<file path="config.mk">
export PLATFORM = sky130hd
export DESIGN_NAME = serial_adder
export DESIGN_NICKNAME = d
export VERILOG_FILES = /design/src/rtl/serial_adder.sv
export SDC_FILE = /design/constraint.sdc
export NUM_CORES = 1
export LEC_CHECK = 0
export CAP_MARGIN = 20
export CORE_ASPECT_RATIO = 0.7
export CORE_MARGIN = 1
export CORE_UTILIZATION = 53
export CTS_BUF_LIST = sky130_fd_sc_hd__clkbuf_4
export DETAILED_ROUTE_END_ITERATION = 7
export PLACE_DENSITY = 0.83
export SYNTH_ARGS = -nofsm -noshare
export SYNTH_HDL_FRONTEND = slang
export SYNTH_SLANG_ARGS = --single-unit
</file>
<file path="constraint.sdc">
create_clock -name clk -period 1.8 [get_ports clk]
set_input_delay 0.36 -clock clk [delete_from_list [all_inputs] [get_ports clk]]
set_output_delay 0.36 -clock clk [all_outputs]
set_load 0.01 [all_outputs]
</file>
<file path="src/rtl/serial_adder.sv">
// Bit-serial LSB-first adder built from two half-adder cells per slice.
// Optional signed overflow output enabled by SERIAL_ADDER_OVF_EN.

module half_adder (
    input  logic a,
    input  logic b,
    output logic s,
    output logic c
);
    assign s = a ^ b;
    assign c = a & b;
endmodule

module serial_adder #(
    parameter int WIDTH = 8
) (
    input  logic             clk,
    input  logic             rst_n,
    input  logic             start,
    input  logic [WIDTH-1:0] a,
    input  logic [WIDTH-1:0] b,
    input  logic             cin,
    output logic             busy,
    output logic             done,
    output logic [WIDTH-1:0] sum,
    output logic             cout
`ifdef SERIAL_ADDER_OVF_EN
    ,
    output logic             ovf
`endif
);
    localparam int CNT_W = $clog2(WIDTH + 1);
    localparam logic [CNT_W-1:0] LAST = CNT_W'(WIDTH - 1);

    typedef enum logic [1:0] {IDLE, RUN, DONE} state_t;

    state_t           state;
    logic [WIDTH-1:0] op_a;
    logic [WIDTH-1:0] op_b;
    logic [WIDTH-1:0] shadow;
    logic [CNT_W-1:0] cnt;
    logic             carry;

    logic p, g, sbit, pc, carry_nx;

    half_adder u_ha0 (.a(op_a[0]), .b(op_b[0]), .s(p), .c(g));
    half_adder u_ha1 (.a(p), .b(carry), .s(sbit), .c(pc));

    assign carry_nx = g | pc;

    always_ff @(posedge clk or negedge rst_n) begin
        if (!rst_n) begin
            state  <= IDLE;
            op_a   <= '0;
            op_b   <= '0;
            shadow <= '0;
            cnt    <= '0;
            carry  <= 1'b0;
            busy   <= 1'b0;
            done   <= 1'b0;
            sum    <= '0;
            cout   <= 1'b0;
`ifdef SERIAL_ADDER_OVF_EN
            ovf    <= 1'b0;
`endif
        end else begin
            unique case (state)
                IDLE, DONE: begin
                    done <= 1'b0;
                    if (start) begin
                        op_a  <= a;
                        op_b  <= b;
                        carry <= cin;
                        cnt   <= '0;
                        busy  <= 1'b1;
                        state <= RUN;
                    end else begin
                        state <= IDLE;
                    end
                end
                RUN: begin
                    carry  <= carry_nx;
                    op_a   <= op_a >> 1;
                    op_b   <= op_b >> 1;
                    shadow <= {sbit, shadow[WIDTH-1:1]};
                    cnt    <= cnt + 1'b1;
                    // Outputs load only on the last slice so sum never shows partial data.
                    if (cnt == LAST) begin
                        state <= DONE;
                        busy  <= 1'b0;
                        done  <= 1'b1;
                        sum   <= {sbit, shadow[WIDTH-1:1]};
                        cout  <= carry_nx;
`ifdef SERIAL_ADDER_OVF_EN
                        ovf   <= carry ^ carry_nx;
`endif
                    end
                end
                default: state <= IDLE;
            endcase
        end
    end
endmodule

</file>
# Word level (Yosys, flattened, before mapping)

Index checks and enable logic that the tools add are counted.

Flip-flop bits (word level): 42
Input bits: 20
Output and inout port bits: 11
Word-level logic and storage cells: 44

$add $sub $neg: 1
Equal/unequal tests: 5
Mux-type cells: 16
Bitwise logic cells: 5
Reduce and logical (&&, ||, !) cells: 7

Operators by type and width:

| operator                                                        | count |
|---|---|
| 8-bit one-hot mux with 2 select lines                           | 2 |
| 8-bit 2-to-1 mux                                                | 2 |
| 4-bit one-hot mux with 2 select lines                           | 1 |
| 1-bit one-hot mux with 2 select lines                           | 3 |
| 2-bit AND reduction                                             | 3 |
| 1-bit 2-to-1 mux                                                | 5 |
| 4-bit by 1-bit adder with 4-bit output, second input constant   | 1 |
| 4-bit by 3-bit == test with 1-bit output, second input constant | 1 |
| 4-bit 2-to-1 mux                                                | 1 |
| 2-bit inequality test, second input constant                    | 2 |
| 2-bit one-hot mux with 2 select lines                           | 1 |
| 3-bit AND reduction                                             | 1 |
| 1-bit bitwise AND                                               | 2 |
| 2-bit by 1-bit == test with 1-bit output, second input constant | 1 |
| 2-bit == test, second input constant                            | 1 |
| 2-bit logical NOT                                               | 1 |
| 2-bit 2-to-1 mux                                                | 1 |
| 2-bit nonzero test                                              | 1 |
| 2-bit OR reduction                                              | 1 |
| 1-bit bitwise XOR                                               | 2 |
| 1-bit OR                                                        | 1 |

# Logic depth before layout (Yosys ltp)

Gate-level depths: netlist of run 1.

Word-level depth: 4
Gate-level depth with buffers: 5
Depth with buffers taken out: 4

# By module

Synthesis of run 1 repeated with hierarchy kept, for this count alone.

Cell total of the unflattened synthesis: 120
Area total of the unflattened synthesis: 1701.6 µm²

Modules (own cells, without submodules):

| module       | instances | cells each | area an instance (µm²) | sequential area each (µm²) |
|---|---|---|---|---|
| serial_adder | 1         | 118        | 1676.6                 | 1026.0 |
| half_adder   | 2         | 1          | 12.5                   | 0.0 |

# Worst setup path before layout of run 1

OpenSTA, ideal clock, no wires.

Path type: flip-flop to flip-flop
From: register cnt[0]
To: register cout
Setup time: 0.125 ns
Arrival: 1.336 ns
Required time: 1.675 ns
Slack: 0.339 ns
Cell stages (with the launch flop): 6
Path buffers: 1
Period minus slack after synthesis: 1.461 ns
Cell sequence: dfrtp_1 -> ha_1 -> nand2_1 -> nor3b_4 -> buf_6 -> mux2_2

Cells in the longest elaborated chain, start to end: 2

Ends and longest elaborated chain:

| element                                  | RTL line | RTL |
|---|---|---|
| start: declaration                       | 41       | `logic [CNT_W-1:0] cnt;` |
| start signal: assignment                 | 86       | `cnt <= cnt + 1'b1;` |
| 4-bit by 3-bit == test with 1-bit output | 88       | `if (cnt == LAST) begin` |
| 2-bit AND reduction (no source line)     | n/a      |  |
| end signal: assignment                   | 93       | `cout <= carry_nx;` |
| end: declaration                         | 26       | `output logic cout` |

Every way passes these cells.
A chain may end at the register's enable or synchronous reset.

# Worst setup path after layout of run 1

From: register state[1]
To: register sum[5]

Cells in the longest elaborated chain, start to end: 2

Ends and longest elaborated chain:

| element                                  | RTL line | RTL |
|---|---|---|
| start: declaration                       | 37       | `state_t state;` |
| start signal: assignment                 | 53       | `state <= IDLE;` |
| start signal: assignment                 | 76       | `state <= RUN;` |
| start signal: assignment                 | 78       | `state <= IDLE;` |
| 2-bit by 1-bit == test with 1-bit output | 67       | `unique case (state)` |
| 2-bit AND reduction (no source line)     | n/a      |  |
| end signal: assignment                   | 92       | `sum <= {sbit, shadow[WIDTH-1:1]};` |
| end: declaration                         | 25       | `output logic [WIDTH-1:0] sum,` |

Every way passes these cells.

==> results.toml, run 1 <==
[placement]
dpl.hpwl_um = 2080
io_buffers = 30
placed_area_um2 = 2010
pre_cts_ws_ps = -43.4
dp_cells = 180
globalplace.congestion = 0.714

[clock_tree]
clk_path_buf_depth = 2
clkLatencyLatePin_ps = 330
cts.sinks = 41
clk_pin_slew_worst_paths_ps = 110
htree_num_levels = 2
numCtsBuffers = 5
ctsResizeCount = 0
hold_buffers = 0
clock-root-buffer = "clkbuf_4"
cts_tree = "yes"
cts_setup_buffers = 0

[grt]
grt_pass1_wl_um = 4980
antenna_found_initial = 0
grt.total_usage = 0.192
grt_pass1_vias = 1107
grt_max_degree = 42
overflow = 0

[setup_path]
critPathLaunchType = "flop"
cp-end-kind = "flop"
cp_max_fo = 12
reg2reg_slack_ps = 190
arrival_ps = 1820
worstPathRequired_ps = 2020
critPathKind = "flop to flop"

[yosys]
ys_seq_area_frac = 0.606
netlist_instances = 117
yosysWarnings = 0
ys_types = 19
avgSynthCellArea_um2 = 14.5
ys_ff_latch = 41
syn-cell-area_um2 = 1690
synth_nets = 139

[sta]
finClkSkew_ps = 4.53
worstMarginPinSlew_ps = 707
final.setup.worst_slack_ps = 191
timing.final.crit_share = 0.894
fin_crit_ps = 1610
fmax_mhz = 622
setup-tns-final_ps = 0
setup_viol = 0
slew_headroom = 0.528
hold_viol_final = 0
whs_ps = 71.4
rsz0062_at_grt = "no"
maxSlewViolCount = 0

[cells_and_area]
fin_cells = 188
final_util = 0.709
final_area_um2 = 2070
final_common_cell = "dfrtp_1"
drive_gt1_frac = 0.217
nFillCells = 200
multiInputGateArea_um2 = 612
antenna_cells = 0
fin_nets = 173
ff_latch_area_um2 = 1030
area_delta_synth_final_pct = 22.3
final_cell_mix = "dfrtp_1, clkdlybuf4s50_1, a22o_1"

[routing]
wl_per_cell_um = 15.7
via_count = 1053
viasPerCell = 5.60
wl_um = 2960
postRouteAntennaNets = 0
drtPass1Iterations = 4
drtIter0Drc = 43
drc = 0

[power]
power_mw = 3.57
netSwitchingFraction = 0.319
powerDensity_nw_per_um2 = 1720
power.internal_mw = 2.43
max-vdd-ir-drop_mv = 0.865
pwr-share-comb = 0.416
clock_power_share = 0.130
p_leak_nw = 1.03
power.switching_mw = 1.14
seq_power_share = 0.455

[die]
core_area_um2 = 2920
die_w_um = 69.6
die_height_um = 49.3
start_util = 0.580
fp.dieArea_um2 = 3430
io_pins = 31
rows = 16

[run_status]
status = "finished clean"

[run]
maxCapViolCount = 0

[min_path]
hp-class = "primary input to asynchronous set/reset pin"
power by group through the flow:
stage | Clock [mW] | Sequential (mW) | Combinational, mW
floorplan | 0 | 1.62 | 1.04
global placement | 0 | 1.60 | 1.43
detailed placement | 0 | 1.64 | 1.49
CTS | 0.481 | 1.62 | 1.50
global route | 0.523 | 1.67 | 1.61
finish | 0.463 | 1.62 | 1.48
Yosys cell counts (all sizes together):
master  instances  share of area
dfrtp          41           0.61
buf             7          0.031
and2b           1         0.0059
nor2b           2         0.0074
a21o           16          0.071
mux2i           2          0.012
nand2b          1         0.0037
nor3b           1          0.011
ha              1         0.0074
o21ai           2         0.0059
inv             1         0.0022
fa              1          0.012
nand4           1         0.0037
nor2            1         0.0037
mux2           17           0.11
a22o           19          0.098
nand2           3         0.0066
area by class of cell:
cell class	instances	share of cell area
tap	36	0.0217
multi-input combinational	68	0.295
clock buffer	8	0.0290
inverter	1	0.00181
timing repair buffer	34	0.157
sequential	41	0.495
cells by family after synthesis:
family / Yosys count / share of synthesized area
flops: 41 / 0.606
mux: 19 / 0.125
simple gates: 10 / 0.0421
fa+ha+maj: 2 / 0.0192
compound gates: 37 / 0.175
buf+inv: 8 / 0.0332
registers in the layout (all words and copies together) (netlist names):
name and count:
busy 1, carry 1, cnt 4, cout 1, done 1, op_a 8
op_b 8, shadow 7, state 2, sum 8
worst paths after layout:
path / to / cells past startpoint / start
worst max-delay path: sum[5] / 4 / state[1]
max in group asynchronous: sum[7] / 2 / rst_n
worst max register to register: sum[5] / 4 / state[1]
worst min register to register: done / 1 / done
min in group clk: done / 1 / done
worst min-delay path: cnt[2] / 2 / rst_n
layer usage:
| layer | global-route usage | routed length (um) | share of wire | vias up |
|---|---|---|---|---|
| met1 | 0.243 | 1420 | 0.48 | 537 |
| met4 | 0.0306 | 0 | 0 | 0 |
| met3 | 0.0744 | 105 | 0.036 | 0 |
| met2 | 0.322 | 1430 | 0.48 | 23 |
| li1 | - | - | - | 493 |
| met5 | 0 | 0 | 0 | - |
critical path, stage by stage (launching register included):
cell and delay, ps:
dfrtp_1 370, and2b_4 340, nor3b_4 190, buf_4 220, mux2_2 360
(Power assumes the default switching activity.)
==> run 2, diff against run 1 <==
--- a/config.mk
+++ b/config.mk
@@ -8,10 +8,10 @@
 export CAP_MARGIN = 20
 export CORE_ASPECT_RATIO = 0.7
 export CORE_MARGIN = 1
-export CORE_UTILIZATION = 53
+export CORE_UTILIZATION = 55
 export CTS_BUF_LIST = sky130_fd_sc_hd__clkbuf_4
 export DETAILED_ROUTE_END_ITERATION = 7
-export PLACE_DENSITY = 0.83
+export PLACE_DENSITY = 0.85
 export SYNTH_ARGS = -nofsm -noshare
 export SYNTH_HDL_FRONTEND = slang
 export SYNTH_SLANG_ARGS = --single-unit
==> constraint.sdc (replaced) <==
create_clock -name clk -period 2 [get_ports clk]
set_input_delay 0.4 -clock clk [delete_from_list [all_inputs] [get_ports clk]]
set_output_delay 0.4 -clock clk [all_outputs]
set_load 0.01 [all_outputs]
==> run 2 against run 1 <==
Count of clock-buffer cells in the layout decreased by 2. Register-to-register slack is essentially flat. Combinational power fell by 9%. Sequential share of layout area rose by 0.090 points. Via count down 0.47%. Sequential power is 9.9% lower. Hold slack improved by 28 ps. Setup slack improved by 7.5 ps. Clock power fell by 17%. Die area down 3.5%. Core utilization grew 1.4 points. Non-clock buffer count rose by 1.
==> results.toml, run 2 (synthesis gave the netlist of run 1 again) <==
[run_status]
status = "finished clean"

[clock_tree]
ctsResizeCount = 0
htree_num_levels = 2
numCtsBuffers = 5
hold_buffers = 0
clkLatencyLatePin_ps = 330
cts.sinks = 41
clock-root-buffer = "clkbuf_4"
cts_tree = "yes"
clk_pin_slew_worst_paths_ps = 110
clk_path_buf_depth = 2
cts_setup_buffers = 0

[die]
io_pins = 31
die_height_um = 48.4
start_util = 0.592
fp.dieArea_um2 = 3310
rows = 16
die_w_um = 68.3
core_area_um2 = 2860

[grt]
grt_pass1_vias = 1085
antenna_found_initial = 0
grt.total_usage = 0.210
grt_max_degree = 42
grt_pass1_wl_um = 4990
overflow = 0

[routing]
drc = 0
wl_per_cell_um = 15.4
drtPass1Iterations = 4
drtIter0Drc = 36
postRouteAntennaNets = 0
wl_um = 2900
viasPerCell = 5.57
via_count = 1048

[power]
powerDensity_nw_per_um2 = 1540
max-vdd-ir-drop_mv = 0.753
p_leak_nw = 1.03

[setup_path]
worstPathRequired_ps = 2280
critPathLaunchType = "flop"
cp_slowest_cell = "nor2_2"
crit_path_max_incr_delay_ps = 580
path_delay_family = "simple AND/OR/NAND/NOR gates"
arrival_ps = 2080
critPathKind = "flop to flop"
r2r_start = "state[0]"
reg2reg_slack_ps = 200
cp_max_fo = 22
critical_path_buf_inv_count = 1
cp_cell_sequence = "and2b_4 -> buf_4 -> nor2_2 -> mux2_2"
cp-end-kind = "flop"
r2r_cells = 4
reg2reg_to = "cnt[0]"

[sta]
hold_viol_final = 0
worstMarginPinSlew_ps = 694
slew_headroom = 0.537
fin_crit_ps = 1800
setup-tns-final_ps = 0
finClkSkew_ps = 2.11
fmax_mhz = 555
setup_viol = 0
rsz0062_at_grt = "no"
timing.final.crit_share = 0.901
maxSlewViolCount = 0

[cells_and_area]
fin_nets = 174
final_util = 0.722
fin_cells = 188
final_common_cell = "dfrtp_1"
antenna_cells = 0
ff_latch_area_um2 = 1030
nFillCells = 203
multiInputGateArea_um2 = 612
area_delta_synth_final_pct = 22.1
final_cell_mix = "dfrtp_1, clkdlybuf4s50_1, a22o_1"
drive_gt1_frac = 0.211
reg_top3 = "op_a (8), op_b (8), sum (8)"

[min_path]
hp-class = "primary input to asynchronous set/reset pin"

[placement]
io_buffers = 30
dp_cells = 181
dpl.hpwl_um = 2060
globalplace.congestion = 0.724

[run]
maxCapViolCount = 0
run 2: cell count changes in the layout (fill, tap and decap cells not counted), sizes merged:
cell	before	now
buf	5	6
clkinv	0	1
clkbuf	8	6
run 2: routing by layer:
layer  vias up  track usage  share of wire
met2        23        0.317           0.47
met3         4       0.0684          0.045
met5         -            0              0
li1        497            -              -
met1       524        0.284           0.48
met4         0       0.0729         0.0072
run 2: metrics by stage:
stage	setup WS, ps	hold slack [ps]	total power [mW]	area, um^2
floorplan	539	104	2.39	1690
global placement	144	458	2.73	2020
detailed placement	91.8	467	2.83	2020
CTS	200	113	3.20	2070
global route	100	141	3.41	2070
finish	199	99.5	3.18	2070
run 2: layout make-up:
type / instances / area share
Sequential cell: 41 / 0.496
Multi-Input combinational cell: 68 / 0.296
Timing Repair Buffer: 35 / 0.161
Clock buffer: 6 / 0.0218
Tap cell: 36 / 0.0218
Clock inverter: 1 / 0.00181
Inverter: 1 / 0.00181
run 2: worst max path at each step:
stage	cells past startpoint	start	end
after floorplan	5	cnt[0]	cout
after global placement	4	start	cnt[0]
after detailed placement	4	start	cnt[0]
after CTS	4	state[0]	cnt[0]
after global routing	4	state[0]	cnt[0]
final	4	state[0]	cnt[0]
run 2: report_power, final:
part           internal [mW]  switching [mW]  leakage (nW)
clock network          0.141           0.242        0.0292
logic                  0.800           0.538         0.489
registers               1.21           0.247         0.511
